==> src/rtl/channel_err_injector.sv <==
// Channel error injector: corrupts a stream of coded symbols with periodic or
// random bursts and independent random errors, and keeps saturating statistics.
module channel_err_injector #(
   parameter int          SYM_W       = 2,
   parameter int          PERIOD_LOG2 = 5,
   parameter int          BURST_LEN   = 4,
   parameter int          WINDOW      = 256,
   parameter int          CNT_W       = 16,
   parameter logic [15:0] SEED        = 16'hACE1
) (
   input  logic             clk,
   input  logic             rst,
   input  logic [1:0]       mode_i,
   input  logic [7:0]       thresh_i,
   input  logic             valid_i,
   input  logic [SYM_W-1:0] sym_i,
   output logic             valid_o,
   output logic [SYM_W-1:0] sym_o,
   output logic [SYM_W-1:0] err_mask_o,
   output logic             burst_o,
   output logic [CNT_W-1:0] word_ct_o,
   output logic [CNT_W-1:0] err_sym_ct_o,
   output logic [CNT_W-1:0] err_bit_ct_o
);

   localparam int REM_W = $clog2(BURST_LEN + 1);

   localparam logic [1:0] MODE_PASS  = 2'd0;
   localparam logic [1:0] MODE_PER   = 2'd1;
   localparam logic [1:0] MODE_RAND  = 2'd2;
   localparam logic [1:0] MODE_RTRIG = 2'd3;

   typedef enum logic {IDLE, BURST} state_t;

   state_t           state_q, state_d;
   logic [REM_W-1:0] rem_q, rem_d;
   logic [15:0]      lfsr_q, lfsr_nxt;
   logic [SYM_W-1:0] cand, mask;
   logic [CNT_W-1:0] pop;
   logic             rnd_hit, in_win, period_hit, trig, in_burst;

   function automatic logic [CNT_W-1:0] sat_add(input logic [CNT_W-1:0] a,
                                                input logic [CNT_W-1:0] b);
      logic [CNT_W:0] s;
      s = {1'b0, a} + {1'b0, b};
      return s[CNT_W] ? '1 : s[CNT_W-1:0];
   endfunction

   // Galois form of x^16+x^14+x^13+x^11+1
   assign lfsr_nxt = {1'b0, lfsr_q[15:1]} ^ (lfsr_q[0] ? 16'hB400 : 16'h0000);

   // a zero candidate would make an "injected" symbol clean, so force one flip
   always_comb begin
      cand = lfsr_q[8 +: SYM_W];
      if (cand == '0) cand = SYM_W'(1);
   end

   assign rnd_hit    = lfsr_q[7:0] < thresh_i;
   assign in_win     = 32'(word_ct_o) < 32'(WINDOW);
   assign period_hit = &word_ct_o[PERIOD_LOG2-1:0];
   assign trig       = in_win && (((mode_i == MODE_PER) && period_hit) ||
                                  ((mode_i == MODE_RTRIG) && rnd_hit));

   always_comb begin
      state_d  = state_q;
      rem_d    = rem_q;
      mask     = '0;
      in_burst = 1'b0;
      if (valid_i) begin
         if (mode_i == MODE_PASS) begin
            state_d = IDLE;
         end else if (state_q == BURST) begin
            // trigger is ignored here, so the earliest retrigger is the next symbol
            mask     = cand;
            in_burst = 1'b1;
            rem_d    = rem_q - REM_W'(1);
            if (rem_q == REM_W'(1)) state_d = IDLE;
         end else if (trig) begin
            mask     = cand;
            in_burst = 1'b1;
            if (BURST_LEN > 1) begin
               state_d = BURST;
               rem_d   = REM_W'(BURST_LEN - 1);
            end
         end else if ((mode_i == MODE_RAND) && rnd_hit) begin
            mask = cand;
         end
      end
   end

   always_comb begin
      pop = '0;
      for (int i = 0; i < SYM_W; i++) pop = pop + CNT_W'(mask[i]);
   end

   always_ff @(posedge clk or negedge rst) begin
      if (!rst) begin
         state_q <= IDLE;
         rem_q   <= '0;
      end else if (valid_i) begin
         state_q <= state_d;
         rem_q   <= rem_d;
      end
   end

   always_ff @(posedge clk or negedge rst) begin
      if (!rst) begin
         valid_o      <= 1'b0;
         sym_o        <= '0;
         err_mask_o   <= '0;
         burst_o      <= 1'b0;
         word_ct_o    <= '0;
         err_sym_ct_o <= '0;
         err_bit_ct_o <= '0;
         lfsr_q       <= SEED;
      end else begin
         valid_o <= valid_i;
         if (valid_i) begin
            lfsr_q       <= lfsr_nxt;
            sym_o        <= sym_i ^ mask;
            err_mask_o   <= mask;
            burst_o      <= in_burst;
            word_ct_o    <= sat_add(word_ct_o, CNT_W'(1));
            err_sym_ct_o <= sat_add(err_sym_ct_o, CNT_W'(|mask));
            err_bit_ct_o <= sat_add(err_bit_ct_o, pop);
         end
      end
   end

endmodule
==> config.mk <==
export PLATFORM = sky130hd
export DESIGN_NAME = channel_err_injector
export DESIGN_NICKNAME = d
export VERILOG_FILES = /design/src/rtl/channel_err_injector.sv
export SDC_FILE = /design/constraint.sdc
export NUM_CORES = 1
export LEC_CHECK = 0
export BUFFER_PORTS_ARGS = -buffer_cell sky130_fd_sc_hd__buf_2
export CORE_MARGIN = 1.5
export CORE_UTILIZATION = 56
export DETAILED_ROUTE_END_ITERATION = 10
export PLACE_DENSITY = 0.84
export SLEW_MARGIN = 5
export SYNTH_ARGS = -nofsm -noshare
export SYNTH_HDL_FRONTEND = slang
export SYNTH_SLANG_ARGS = --single-unit
==> constraint.sdc <==
create_clock -name clk -period 4.5 [get_ports clk]
set_clock_uncertainty 0.1 [all_clocks]
set_input_delay 0.675 -clock clk [delete_from_list [all_inputs] [get_ports clk]]
set_output_delay 0.675 -clock clk [all_outputs]
set_load 0.02 [all_outputs]
==> results.json, run 1 <==
{
  "ctsHoldBuffers": 0,
  "insertion_delay_ps": 340,
  "p_total_w": 0.00216,
  "synth.avg_cell_area_um2": 9.96,
  "post-route-drc-count": 3,
  "gp_congestion": 0.790,
  "syn_to_final_growth_pct": 16.5,
  "fp.dieH_um": 85.6,
  "cts-htree-levels": 3,
  "ctsResizeCount": 0,
  "cts_setup_buffers": 0,
  "drive_above_1_share_pct": 27.0,
  "hold_viol_final": 0,
  "hpwlAfterDp_um": 5490,
  "ys_seq_area_share_pct": 48.8,
  "ys.flop_type": "dfrtp_1",
  "peakVddDrop_mv": 0.280,
  "avgViaCountPerCell": 5.60,
  "wirelength_um": 7850,
  "rsz0062_at_grt": "no",
  "cp_max_fo": 10,
  "finalNetCount": 484,
  "tritoncts": "built",
  "synth_top_area_share_pct": 43.3,
  "num_vias": 3000,
  "status": "finished, violations left",
  "fill_cells": 527,
  "crit_end": "err_bit_ct_o[5]",
  "violations": "design-rule violations",
  "grt_pass1_vias": 2853,
  "ant_nets": 0,
  "fp.dieW_um": 85.6,
  "coreArea_mm2": 0.00646,
  "clock.fmax_mhz": 245,
  "port_buffers": 68,
  "rrSetupSlack_ps": 420,
  "ys_ff_latch": 74,
  "r2r_start": "word_ct_o[0]",
  "power_density_mw_per_mm2": 487,
  "startpoint_type": "flip-flop",
  "synth.area.top_cells": "dfrtp_1 43%, nand2_1 6.2%, mux2_2 5.6%",
  "grt_max_degree": 53,
  "cap_violations": 0,
  "end_kind": "flip-flop",
  "final-setup-viol-count": 0,
  "clockBufferDepth": 2,
  "wl_per_cell_um": 14.6,
  "slew_headroom_pct": 27.4,
  "setup.worst_path.start": "word_ct_o[0]",
  "grt_pass1_wl_um": 13100,
  "worst_slew_pin_slew_ps": 1090,
  "antenna_found_initial": 0,
  "power.leakage_nw": 2.23,
  "final_cell_mix": "68 x buf_2, 66 x dfrtp_1, 63 x nand2_1",
  "diodes": 0,
  "overflow": 0,
  "synth_edf_count": 0,
  "synth_cells": 383,
  "r2r_cells": 16,
  "grt_usage_pct": 22.6,
  "cp.arrival_ps": 4270,
  "path_clk_slew_ps": 70,
  "root_buffer": "clkbuf_8",
  "rr_endpoint": "err_bit_ct_o[5]",
  "post-route-period-util_pct": 90.7,
  "fin_setup_tns_ps": 0,
  "utilization_pct": 68.8,
  "num_io_pins": 69,
  "mostFrequentLayoutCell": "buf_2",
  "synth_nets": 413,
  "numCtsBuffers": 9,
  "finalCriticalPeriod_ps": 4080,
  "clock_sinks": 74,
  "synth_top_area_cell": "dfrtp_1",
  "critPathKind": "reg -> reg",
  "drt_iter0_markers": 183,
  "dieArea_mm2": 0.00732,
  "crit_required_ps": 4690,
  "async_reset_ff_share_pct": 100,
  "netlist_area_mm2": 0.00382,
  "num_rows": 29,
  "hp-class": "reg -> reg",
  "synth_warnings": 0,
  "synth_cell_types": 53,
  "initial_core_util_pct": 59.1,
  "maxSlewViolCount": 0,
  "first_pass_iters": 7
}
-- per-stage QoR --
| step | hold WS, ps | area [µm²] | std cells | setup slack [ps] |
|---|---|---|---|---|
| CTS | 394 | 4440 | 536 | 318 |
| finish | 392 | 4440 | 536 | 418 |
| detailed placement | 381 | 4230 | 520 | 336 |
| global placement | 379 | 4230 | 520 | 434 |
| floorplan | 279 | 3820 | 383 | 711 |
| global route | 424 | 4440 | 536 | 37.8 |
-- flip-flops by register name (all words and copies together), names as in the netlist --
signal	cells
err_mask_o	2
state_q	1
word_ct_o	16
err_sym_ct_o	16
sym_o	2
lfsr_q	16
valid_o	1
rem_q	3
err_bit_ct_o	16
burst_o	1
-- routing by layer --
layer | track usage (%) | part of all wire (%) | up-vias | routed length (µm)
li1 | - | - | 1469 | -
met1 | 29.4 | 45 | 1454 | 3560
met2 | 36.6 | 49 | 65 | 3810
met3 | 5.58 | 4.4 | 12 | 342
met4 | 8.80 | 1.8 | 0 | 139
met5 | 0 | 0 | - | 0
-- power by group --
group	switching, W	internal (W)
registers	0.000163	0.000851
logic	0.000332	0.000275
clock network	0.000241	0.000301
total	0.000736	0.00143
-- how the worst min path moves through the flow --
stage / slack, ps / from / cells past startpoint / end
final: 390 / lfsr_q[10] / 2 / lfsr_q[10]
after global routing: 420 / lfsr_q[12] / 1 / lfsr_q[11]
after CTS: 390 / lfsr_q[10] / 2 / lfsr_q[10]
after detailed placement: 380 / lfsr_q[10] / 2 / lfsr_q[10]
after global placement: 380 / lfsr_q[10] / 2 / lfsr_q[10]
after floorplan: 280 / rst / 0 / burst_o
-- cells by family after synthesis --
| logic type | share of synthesized area (%) |
|---|---|
| adder cells (fa/ha/maj) | 4.92 |
| flip-flops | 48.8 |
| multiplexers | 6.72 |
| XOR/XNOR | 5.97 |
| AND/OR/NAND/NOR | 21.1 |
| AO/OA/AOI/OAI | 9.34 |
| buffers and inverters | 3.15 |
-- layout make-up --
| cell class | instances | area (µm²) | share of cell area [%] |
|---|---|---|---|
| multi-input combinational | 278 | 1830 | 41.3 |
| inverter | 20 | 75.1 | 1.69 |
| clock buffer | 12 | 165 | 3.72 |
| tap | 77 | 96.3 | 2.17 |
| clock inverter | 4 | 48.8 | 1.10 |
| sequential | 74 | 1860 | 41.9 |
| timing repair buffer | 71 | 363 | 8.16 |
-- synth_stat cells, drive strengths merged (10+ instances only) --
cell,number
ha,15
a21oi,13
inv,20
nor2,31
dfrtp,66
nand3,14
and3,12
xor2,16
o21ai,15
nand4,13
xnor2,10
mux2,21
nand2,63
-- worst max-delay path, stage by stage, from the launching register on --
cell and delay [ps]:
dfrtp_1 440, ha_1 230, and3_1 210, ha_1 210, o2111ai_1 350, o21ai_0 270, and2_1 260, o21ai_1 230
xnor2_1 160, ha_1 190, o21bai_1 120, ha_1 240, nand2_1 140, nor3_1 280, nand2_1 290, nand2_1 150
mux2_2 150
No activity file was read; power rests on OpenSTA's default activity.
==> inputs of run 2 (changes only) <==
- CELL_PAD_IN_SITES_DETAIL_PLACEMENT: unset -> 0
- CELL_PAD_IN_SITES_GLOBAL_PLACEMENT: unset -> 1
- CORE_UTILIZATION: 56 -> 46
- CTS_CLUSTER_SIZE: unset -> 12
- PLACE_DENSITY: 0.84 -> 0.89
- clock period: 4.5 -> 4.85 ns (I/O delays scaled with it)
==> run 2 against run 1 <==
  * The flow now finishes without violations
  * Combinational power decreased by 6.8%
  * First-iteration DRC count decreased by 32%
  * Register-to-register slack improved by 150 ps
  * Sequential power decreased by 7%
  * Design area increased by 0.20%
  * Core utilization decreased by 14 points
  * Total power decreased by 8.0%
  * Highest routed layer unchanged
==> results.json, run 2 (same netlist as run 1, synthesis figures left out) <==
{
  "final_cell_mix": "68 x buf_2, 66 x dfrtp_1, 63 x nand2_1",
  "num_vias": 2987,
  "fin_setup_tns_ps": 0,
  "startpoint_type": "flip-flop",
  "wl_per_cell_um": 14.2,
  "rsz0062_at_grt": "no",
  "final-setup-viol-count": 0,
  "instances_no_fill": 563,
  "dpl.cell_count": 547,
  "multi_input_area_mm2": 0.00183,
  "critPathKind": "reg -> reg",
  "post-route-drc-count": 0,
  "fp.dieH_um": 94.1,
  "cpMaxStageDelayCell": "dfrtp_1",
  "clockBufferDepth": 2,
  "hold_ws_ps": 46.5,
  "grt_pass1_wl_um": 13500,
  "first_pass_iters": 4,
  "r2r_cells": 16,
  "finalCriticalPeriod_ps": 4280,
  "peakVddDrop_mv": 0.232,
  "max_stage_delay_ps": 440,
  "cts-htree-levels": 3,
  "hp-class": "in -> async",
  "initial_core_util_pct": 46.9,
  "status": "finished, final reports clean",
  "cap_violations": 0,
  "num_io_pins": 69,
  "post-route-period-util_pct": 88.2,
  "mostFrequentLayoutCell": "buf_2",
  "worst_slew_pin_slew_ps": 928,
  "num_rows": 33,
  "root_buffer": "clkbuf_8",
  "regArea_mm2": 0.00186,
  "numCtsBuffers": 9,
  "ctsResizeCount": 0,
  "finalNetCount": 483,
  "maxSlewViolCount": 0,
  "coreArea_mm2": 0.00813,
  "gp_congestion": 0.792,
  "diodes": 0,
  "avgViaCountPerCell": 5.31,
  "power.leakage_nw": 2.21,
  "drt_iter0_markers": 124,
  "syn_to_final_growth_pct": 16.7,
  "cts_setup_buffers": 0,
  "utilization_pct": 54.7,
  "cp_max_fo": 10,
  "place_ws_ps": 412,
  "crit_path_frequent_cell": "ha_1",
  "tritoncts": "built",
  "path_clk_slew_ps": 80,
  "dieArea_mm2": 0.00885,
  "path_cells": "ha_1 -> and3_1 -> ha_1 -> o2111ai_1 -> o21ai_0 -> and2_1 -> o21ai_0 -> xnor2_1 -> ha_1 -> o21bai_1 -> ha_1 -> nand2_1 -> nor3_1 -> nand2_1 -> nand2_1 -> mux2_1",
  "cp.arrival_ps": 4450,
  "wirelength_um": 8000,
  "ant_nets": 0,
  "antenna_found_initial": 0,
  "crit_required_ps": 5020,
  "grt_pass1_vias": 2884,
  "port_buffers": 68,
  "insertion_delay_ps": 340,
  "ctsHoldBuffers": 0,
  "fill_cells": 745,
  "overflow": 0,
  "hold_viol_final": 0,
  "drive_above_1_share_pct": 26.6,
  "clock.fmax_mhz": 234,
  "end_kind": "flip-flop",
  "grt_usage_pct": 19.3,
  "grt_max_degree": 74,
  "fp.dieW_um": 94.1,
  "clock_sinks": 74,
  "hpwlAfterDp_um": 5560,
  "slew_headroom_pct": 38.1,
  "layout_setup_ws_ps": 572,
  "power_density_mw_per_mm2": 447
}
[run 2: changes by cell type in the layout (fill, tap and decap cells not counted), sizes merged]
cell | previous run | this run
buf | 71 | 70
clkinv | 3 | 4
clkbuf | 12 | 11
[run 2: per-stage QoR]
step | power [W] | instance area (µm²)
final | 0.00199 | 4450
after global routing | 0.00212 | 4450
after CTS | 0.00201 | 4450
after detailed placement | 0.00152 | 4260
after global placement | 0.00150 | 4260
after floorplan | 0.00133 | 3820
[run 2: layout make-up]
cell class | count | area share [%]
repair buffers | 70 | 7.98
flip-flops and latches | 74 | 41.8
multi-input cells | 278 | 41.2
inverters | 20 | 1.69
clock inverters | 5 | 1.21
well taps | 105 | 2.95
clock buffers | 11 | 3.18
[run 2: worst paths after layout]
check                        startpoint               end  slack [ps]
max                        word_ct_o[0]  err_bit_ct_o[13]         570
min                                 rst   err_sym_ct_o[6]          50
max reg2reg                word_ct_o[0]  err_bit_ct_o[13]         570
min reg2reg                  lfsr_q[10]        lfsr_q[10]         390
max in group asynchronous           rst     word_ct_o[14]        3520
min in group clk             lfsr_q[10]        lfsr_q[10]         390
[run 2: per-layer routing]
| layer | vias to the layer above | track usage (%) | part of all wire [%] |
|---|---|---|---|
| met1 | 1462 | 24.8 | 47 |
| li1 | 1462 | - | - |
| met5 | - | 0 | 0 |
| met3 | 9 | 3.64 | 3.7 |
| met4 | 0 | 7.71 | 1.5 |
| met2 | 54 | 32.1 | 48 |
[run 2: critical path: cells and delay by family, from the launching register on]
family	cells	cell delay, ps
muxes	1	140
adders and majority gates	4	850
xor gates and xnor gates	1	180
AOI/OAI and AO/OA	4	990
and+or+nand+nor	6	1490
DFF	1	440
[run 2: power breakdown]
group          internal, W  total (W)  leakage (nW)  switching [W]
clock             0.000250   0.000482         0.103       0.000231
combinational     0.000257   0.000566          1.18       0.000309
sequential        0.000790   0.000943         0.927       0.000154
